[src/rtl/fifo_flush_sched.sv]
// rtl/fifo_flush_sched.sv - read-side pop/flush scheduler with 2-entry output buffer
//
// Optional feature macro: FIFO_FLUSH_SCHED_TIMEOUT_EN
//   defined   : inactivity timeout counter raises automatic flushes
//   undefined : flushes come only from flush_start, TIMEOUT is ignored

module fifo_flush_sched #(
    parameter int TIMEOUT = 16,
    parameter int DW      = 32
) (
    input  logic          clk,
    input  logic          rst,
    input  logic          fifo_vld_rd_data,
    input  logic          fifo_empty,
    input  logic          fifo_flush_done,
    input  logic [DW-1:0] fifo_rd_data,
    output logic          fifo_rd,
    output logic          fifo_flush_req,
    input  logic          flush_start,
    output logic          flush_ack,
    output logic          out_vld,
    input  logic          out_rdy,
    output logic [DW-1:0] out_data,
    output logic          out_flush,
    output logic          busy,
    output logic [15:0]   flush_cnt
);

    typedef enum logic [0:0] {
        S_IDLE  = 1'b0,
        S_FLUSH = 1'b1
    } state_t;

    state_t state;
    state_t state_next;

    // Output buffer: two entries, one-bit head/tail pointers
    logic [DW-1:0] buf_data [2];
    logic          buf_flag [2];
    logic          head;
    logic          tail;
    logic [1:0]    occ;

    // A pop issued last cycle whose data lands in the buffer this cycle
    logic          inflight;
    logic          inflight_flush;

    logic          flush_pend;
    logic          flush_pend_next;
    logic          timeout_hit;

    logic          out_fire;
    logic [2:0]    load;
    logic          credit;
    logic          req_now;
    logic          flush_pop;
    logic          done_hit;
    logic          drop_hit;

    assign out_fire = out_vld && out_rdy;

    // Words already committed downstream of the FIFO, net of the word leaving now
    assign load   = {1'b0, occ} + {2'b00, inflight} - {2'b00, out_fire};
    assign credit = (load < 3'd2);

    // A software pulse acts in the cycle it arrives; a timeout request waits in flush_pend
    assign req_now = flush_pend || flush_start;

    // ------------------------------------------------------------------
    // FSM
    // ------------------------------------------------------------------

    // State register
    always_ff @(posedge clk) begin
        if (rst) begin
            state <= S_IDLE;
        end else begin
            state <= state_next;
        end
    end

    // Next-state logic
    always_comb begin
        state_next = state;
        case (state)
            S_IDLE: begin
                if (req_now && !fifo_empty) begin
                    state_next = S_FLUSH;
                end
            end
            S_FLUSH: begin
                if (fifo_flush_req && fifo_flush_done) begin
                    state_next = S_IDLE;
                end
            end
            default: state_next = S_IDLE;
        endcase
    end

    // Output logic: pop strobes and flush-completion events
    always_comb begin
        fifo_rd        = 1'b0;
        fifo_flush_req = 1'b0;
        drop_hit       = 1'b0;
        case (state)
            S_IDLE: begin
                // No normal read in the cycle a flush is being decided
                fifo_rd  = !req_now && fifo_vld_rd_data && credit;
                drop_hit = req_now && fifo_empty;
            end
            S_FLUSH: begin
                fifo_flush_req = credit;
            end
            default: begin
                fifo_rd        = 1'b0;
                fifo_flush_req = 1'b0;
            end
        endcase
    end

    // A flush request that meets an empty FIFO ends the flush instead of popping
    assign done_hit  = fifo_flush_req && fifo_flush_done;
    assign flush_pop = fifo_flush_req && !fifo_flush_done;

    assign busy = (state == S_FLUSH);

    // ------------------------------------------------------------------
    // Flush request tracking and timeout
    // ------------------------------------------------------------------

`ifdef FIFO_FLUSH_SCHED_TIMEOUT_EN
    localparam logic [15:0] TO_LAST = 16'(TIMEOUT - 1);

    logic [15:0] to_cnt;
    logic        to_run;

    assign to_run      = (state == S_IDLE) && !fifo_empty && !fifo_vld_rd_data && !flush_pend;
    assign timeout_hit = to_run && (to_cnt == TO_LAST);

    // Inactivity counter: runs only while a partial word sits untouched
    always_ff @(posedge clk) begin
        if (rst) begin
            to_cnt <= 16'd0;
        end else if (to_run && !timeout_hit) begin
            to_cnt <= to_cnt + 16'd1;
        end else begin
            to_cnt <= 16'd0;
        end
    end
`else
    logic unused_timeout_param;

    assign unused_timeout_param = (TIMEOUT != 0);
    assign timeout_hit          = 1'b0;
`endif

    // Pending-flush next value; a coincident software pulse and timeout merge into one flush
    always_comb begin
        flush_pend_next = flush_pend;
        if ((state == S_IDLE) && req_now) begin
            flush_pend_next = 1'b0;
        end else if (done_hit) begin
            flush_pend_next = 1'b0;
        end else if (timeout_hit) begin
            flush_pend_next = 1'b1;
        end
    end

    // Pending flag, ack pulse and completed-flush counter
    always_ff @(posedge clk) begin
        if (rst) begin
            flush_pend <= 1'b0;
            flush_ack  <= 1'b0;
            flush_cnt  <= 16'd0;
        end else begin
            flush_pend <= flush_pend_next;
            flush_ack  <= drop_hit || done_hit;
            if (done_hit) begin
                flush_cnt <= flush_cnt + 16'd1;
            end
        end
    end

    // ------------------------------------------------------------------
    // Capture path and output buffer
    // ------------------------------------------------------------------

    // Remember that a pop was issued so its data is captured next cycle
    always_ff @(posedge clk) begin
        if (rst) begin
            inflight       <= 1'b0;
            inflight_flush <= 1'b0;
        end else begin
            inflight       <= fifo_rd || flush_pop;
            inflight_flush <= flush_pop;
        end
    end

    // Buffer storage: write at tail on capture
    always_ff @(posedge clk) begin
        if (rst) begin
            buf_data[0] <= '0;
            buf_data[1] <= '0;
            buf_flag[0] <= 1'b0;
            buf_flag[1] <= 1'b0;
        end else if (inflight) begin
            buf_data[tail] <= fifo_rd_data;
            buf_flag[tail] <= inflight_flush;
        end
    end

    // Buffer pointers and occupancy
    always_ff @(posedge clk) begin
        if (rst) begin
            head <= 1'b0;
            tail <= 1'b0;
            occ  <= 2'd0;
        end else begin
            if (inflight) begin
                tail <= ~tail;
            end
            if (out_fire) begin
                head <= ~head;
            end
            occ <= occ + {1'b0, inflight} - {1'b0, out_fire};
        end
    end

    assign out_vld   = (occ != 2'd0);
    assign out_data  = buf_data[head];
    assign out_flush = buf_flag[head];

endmodule

[config.mk]
export PLATFORM = sky130hd
export DESIGN_NAME = fifo_flush_sched
export DESIGN_NICKNAME = d
export VERILOG_FILES = /design/src/rtl/fifo_flush_sched.sv
export SDC_FILE = /design/constraint.sdc
export NUM_CORES = 1
export LEC_CHECK = 0
export ABC_AREA = 0
export BUFFER_PORTS_ARGS = -buffer_cell sky130_fd_sc_hd__buf_2
export CORE_MARGIN = 5
export CORE_UTILIZATION = 30
export DETAILED_ROUTE_END_ITERATION = 10
export SETUP_SLACK_MARGIN = 0.2
export SKIP_LAST_GASP = 1
export SLEW_MARGIN = 30
export SYNTH_ARGS = -nofsm -noshare
export SYNTH_HDL_FRONTEND = slang
export SYNTH_SLANG_ARGS = --single-unit
export TNS_END_PERCENT = 100
[constraint.sdc]
create_clock -name clk -period 3.4 [get_ports clk]
set_input_delay 0.34 -clock clk [delete_from_list [all_inputs] [get_ports clk]]
set_output_delay 0.34 -clock clk [all_outputs]
set_load 0.005 [all_outputs]
# ---- Word level (Yosys, flattened, before mapping)
# Memories as Yosys holds them, arrays and structs flattened. A register that Yosys moved wholly into a read port is not among the register bits.
# Cells that the tools add are included.
dict set report word_totals {
  ramBits 66
  out_inout_bits 54
  n_memories 2
  register_bits 24
  in_bits 39
}
# memory words width read_ports rd_clocked_by_memory_dff write_ports line_no
set mem_list {}
lappend mem_list {buf_data 2 32 1 1 2 38} ;# logic [DW-1:0] buf_data [2];
lappend mem_list {buf_flag 2 1 1 1 2 39} ;# logic buf_flag [2];
dict set report op_classes {
  n_lt_le_gt_ge 1
  bitwise_logic 3
  reduce_logical 15
  n_addsub 5
  mux 21
}
# operator count
set ops {}
lappend ops {{$mux W32} 1}
lappend ops {{$reduce_or A32 Y1} 1}
lappend ops {{$mux W1} 19}
lappend ops {{$add A16 B1 Y16 const B} 1}
lappend ops {{$logic_and A1 B1 Y1} 7}
lappend ops {{$add A2 B1 Y3} 1}
lappend ops {{$logic_not A1 Y1} 3}
lappend ops {{$lt A3 B2 Y1 const B} 1}
lappend ops {{$not A1 Y1} 3}
lappend ops {{$sub A3 B1 Y3} 1}
lappend ops {{$add A2 B1 Y2} 1}
lappend ops {{$logic_or A1 B1 Y1} 2}
lappend ops {{$pmux W1 S2} 1}
lappend ops {{$reduce_bool A2 Y1} 1}
lappend ops {{$sub A2 B1 Y2} 1}
lappend ops {{$reduce_or A1 Y1} 1}

# ---- Longest topological paths before layout
dict set report depth {
  depth_word 8
  ltp_mapped 11
  mapped_depth_nobuf 10
}

# ---- Worst setup path after synthesis
# Ideal clock, no wire load.
dict set report synth_timing {
  kind {flip-flop to flip-flop}
  from {reg occ[1]}
  to {reg flush_cnt[15]}
  path_stages_with_launch 12
  t_arrival_ns 3.185
  period_less_slack_ns 3.255
  path_buffers 1
  setup_ns 0.070
  setup_slack_ns 0.145
  cell_sequence {dfxtp_1 > or2_2 > and2_1 > ha_1 > inv_1 > ha_1 > fa_1 > nand4b_1 > or4_1 > buf_2 > or4_1 > a21oi_1}
}
dict set report synth_via {
  elab_chain_cells 6
  elab_cells_between_ends 7
  classes_between {add/sub (2); order compare (1); mux (1); reduce/logical (3)}
}
# element line_no
set synth_rtl {}
lappend synth_rtl {{start, declared} 42} ;# logic [1:0] occ;
lappend synth_rtl {{start signal, assigned} 225} ;# occ <= occ + {1'b0, inflight} - {1'b0, out_fire};
lappend synth_rtl {{$reduce_bool A2 Y1} 229} ;# assign out_vld = (occ != 2'd0);
lappend synth_rtl {{via out_vld} 21} ;# output logic out_vld,
lappend synth_rtl {{$logic_and A1 B1 Y1} 60} ;# assign out_fire = out_vld && out_rdy;
lappend synth_rtl {{via out_fire} 52} ;# logic out_fire;
lappend synth_rtl {{$sub A3 B1 Y3} 63} ;# assign load = {1'b0, occ} + {2'b00, inflight} - {2'b00, out_fire};
lappend synth_rtl {{via load[1]} 53} ;# logic [2:0] load;
lappend synth_rtl {{$lt A3 B2 Y1} 64} ;# assign credit = (load < 3'd2);
lappend synth_rtl {{$mux W1} 105} ;# case (state)
lappend synth_rtl {{$logic_and A1 B1 Y1} 122} ;# assign done_hit = fifo_flush_req && fifo_flush_done;
lappend synth_rtl {{end signal, assigned} 179} ;# flush_cnt <= flush_cnt + 16'd1;
lappend synth_rtl {{end, declared} 26} ;# output logic [15:0] flush_cnt
# The timed path passes the listed nets, and every way through them passes these cells.
# A chain may end at the register's enable or synchronous reset.

# ---- Final worst setup path
dict set report layout_timing {
  from {reg occ[1]}
  to {reg flush_cnt[15]}
}
dict set report layout_via {
  elab_chain_cells 6
  elab_cells_between_ends 7
  classes_between {add/sub (2); order compare (1); mux (1); reduce/logical (3)}
}
# element line_no
set layout_rtl {}
lappend layout_rtl {{$reduce_bool A2 Y1} 229}
lappend layout_rtl {{$logic_and A1 B1 Y1} 60}
lappend layout_rtl {{via out_fire} 52}
lappend layout_rtl {{$sub A3 B1 Y3} 63}
lappend layout_rtl {{$lt A3 B2 Y1} 64}
lappend layout_rtl {{$mux W1} 105}
lappend layout_rtl {{$logic_and A1 B1 Y1} 122}
# The timed path passes the listed nets, and every way through them passes these cells.

==> reports/qor.yml <==
ys_seq_area_frac: 0.6284
worstSetupPathType: "register to register"
setup_viol: 0
hpwl_um: 5727
slew_violations: 0
met3_usage: 0.03902
worst_pin_slew_ps: 833.7
antenna_left: 0
hold_class: "primary input to register"
core_area_um2: 13090
grt_pass1_vias: 2721
layout_commonest_cell: "buf_2"
met1_usage: 0.1354
whs_ps: 269.8
drive_gt1_frac: 0.3857
dp_slack_ps: 149.9
io_buffers: 92
final.setup.worst_slack_ps: 264.0
grt_use_total: 0.1144
p_leak_nw: 2.011
drt-pass1-iter-count: 4
clock-sinks: 91
clkTransAtPathRegs_ps: 60
drtIter0Drc: 155
clock_path_buffers: 2
clock-root-buffer: "clkbuf_16"
clk_latency_ps: 340
dieArea_um2: 15560
start_kind: "register"
synth-edff-count: 66
viasPerCell: 4.511
mappedNetlistArea_um2: 3950
cts_tree: "built"
wirelength_um: 8603
overflow: 0
drc: 0
cap_violations: 0
synthCells: 307
die_h_um: 124.7
vias: 2630
grt_max_degree: 34
max_freq_mhz: 318.9
synth_async_sr_flop_share: 0
critPathArrivalTime_ps: 3400
fin_skew_ps: 6.643
syn_to_final_growth_pct: 25.50
power_density_nw_per_um2: 618.0
cts_hold_repair.buffers: 0
floorplan.initialDensity: 0.3019
utilization: 0.3788
synth-seq-cells: 91
yosys_warnings: 0
p_total_w: 0.003064
nets: 445
post-route-period-util: 0.9223
grt_pass1_wl_um: 13900
syn_avg_cell_area_um2: 12.87
fin_crit_ps: 3136
htreeDepth: 3
grt.busiest_layer: "met2"
ir_drop_v: 0.0003711
relSlewSlack: 0.4442
top_level_ports: 93
setup_tns_ps: 0
hold_violations: 0
status: "complete, no violations"
rsz0062_at_grt: "yes"
post_drt_wl_per_cell_um: 14.76
place.gp.congestion: 0.7950
critPathMaxFanout: 10
yosys.cell_types.count: 34
row_count: 42
antenna_found_initial: 0
n_antenna_cell: 0
required_ps: 3670
synth_nets: 350
dieWidth_um: 124.7
grtUsageMet2: 0.1896
final_cell_mix: "buf_2, and2_1, edfxtp_1"
cts_buffers: 9
synth_ff_type: "edfxtp_1"
crit_path_end_kind: "register"
power by group:
part	switching [W]	total (W)	internal [W]	leakage (nW)
logic	0.000314	0.000664	0.000349	0.969
registers	0.0000841	0.00139	0.00131	0.888
clock network	0.000394	0.00101	0.000616	0.155
stage by stage:
step                instance area, µm²  instances
finish                            4957        583
global placement                  4632        566
global route                      4957        583
detailed placement                4632        566
floorplan                         3953        307
CTS                               4943        582
flip-flops by register name (all words and copies together) (netlist names), named ones only:
register / cells
buf_data: 64
flush_cnt: 16
buf_flag: 2
occ: 2
busy: 1
flush_ack: 1
head: 1
inflight: 1
inflight_flush: 1
tail: 1
area by class of cell:
type / count / area [µm²]
clock buffer: 12 / 259.0
multi-input combinational: 193 / 1403
clock inverter: 4 / 48.80
inverter: 8 / 30.03
sequential: 91 / 2484
fill: 1260 / 8128
tap: 176 / 220.2
timing repair buffer: 99 / 513.0
layer usage:
metal / vias up / routed length (µm) / part of all wire
met5: - / 0 / 0
met4: 0 / 108 / 0.013
met3: 10 / 543 / 0.063
met2: 78 / 4262 / 0.50
met1: 1260 / 3688 / 0.43
li1: 1282 / - / -
logic make-up (layout without fill, tap and decap cells):
kind of cell | Yosys count | in the layout | synth area share
DFF | 91 | 91 | 0.6284
buffers and inverters | 23 | 123 | 0.02217
xor gates and xnor gates | 10 | 10 | 0.02408
and+or+nand+nor | 124 | 124 | 0.1863
AOI/OAI and AO/OA | 21 | 21 | 0.02788
muxes | 34 | 34 | 0.09661
adders and majority gates | 4 | 4 | 0.01457
what timing repair did:
item                       in CTS  in global routing
pin swaps                       0                  1
cloned                          0                  0
setup endpoints to repair       1                  9
gates resized for setup         1                  2
setup buffers                   0                  1
worst max-delay path, cell delays in order (launching register included):
cell,delay (ps)
dfxtp_1,310
or2_2,300
and2_1,190
ha_1,280
inv_1,40
ha_1,180
fa_2,380
xnor2_2,220
or4_4,620
or4_1,410
a21oi_1,140
Yosys cell counts (2+ instances only):
| cell type | n | area (µm²) |
|---|---|---|
| nor4_1 | 3 | 18.77 |
| or2_2 | 2 | 12.51 |
| a21oi_1 | 12 | 60.06 |
| mux2_2 | 33 | 371.6 |
| edfxtp_1 | 66 | 1982 |
| xor2_1 | 3 | 26.28 |
| or3_1 | 7 | 43.79 |
| nor2_1 | 12 | 45.04 |
| ha_1 | 3 | 37.54 |
| dfxtp_1 | 25 | 500.5 |
| nor2b_1 | 4 | 25.02 |
| clkbuf_1 | 12 | 45.04 |
| or4_1 | 3 | 22.52 |
| nor3b_1 | 2 | 15.01 |
| buf_1 | 2 | 7.510 |
| nor3_1 | 4 | 20.02 |
| and2_1 | 68 | 425.4 |
| nand3_1 | 4 | 20.02 |
| nand4_1 | 4 | 25.02 |
| nand2_1 | 6 | 22.52 |
| xnor2_1 | 6 | 52.55 |
| inv_1 | 8 | 30.03 |
| o21ai_0 | 7 | 35.03 |
worst paths after layout:
check / start / to / slack [ps] / cells after the start
setup / recovery: occ[1]$_SDFF_PP0_ / flush_cnt[15]$_SDFFE_PP0P_ / 260 / 10
hold / removal: fifo_flush_done / inflight_flush$_SDFF_PP0_ / 270 / 2
setup reg to reg: occ[1]$_SDFF_PP0_ / flush_cnt[15]$_SDFFE_PP0P_ / 260 / 10
hold reg to reg: flush_cnt[15]$_SDFFE_PP0P_ / flush_cnt[15]$_SDFFE_PP0P_ / 480 / 2
Power figures use the tool's default switching activity.
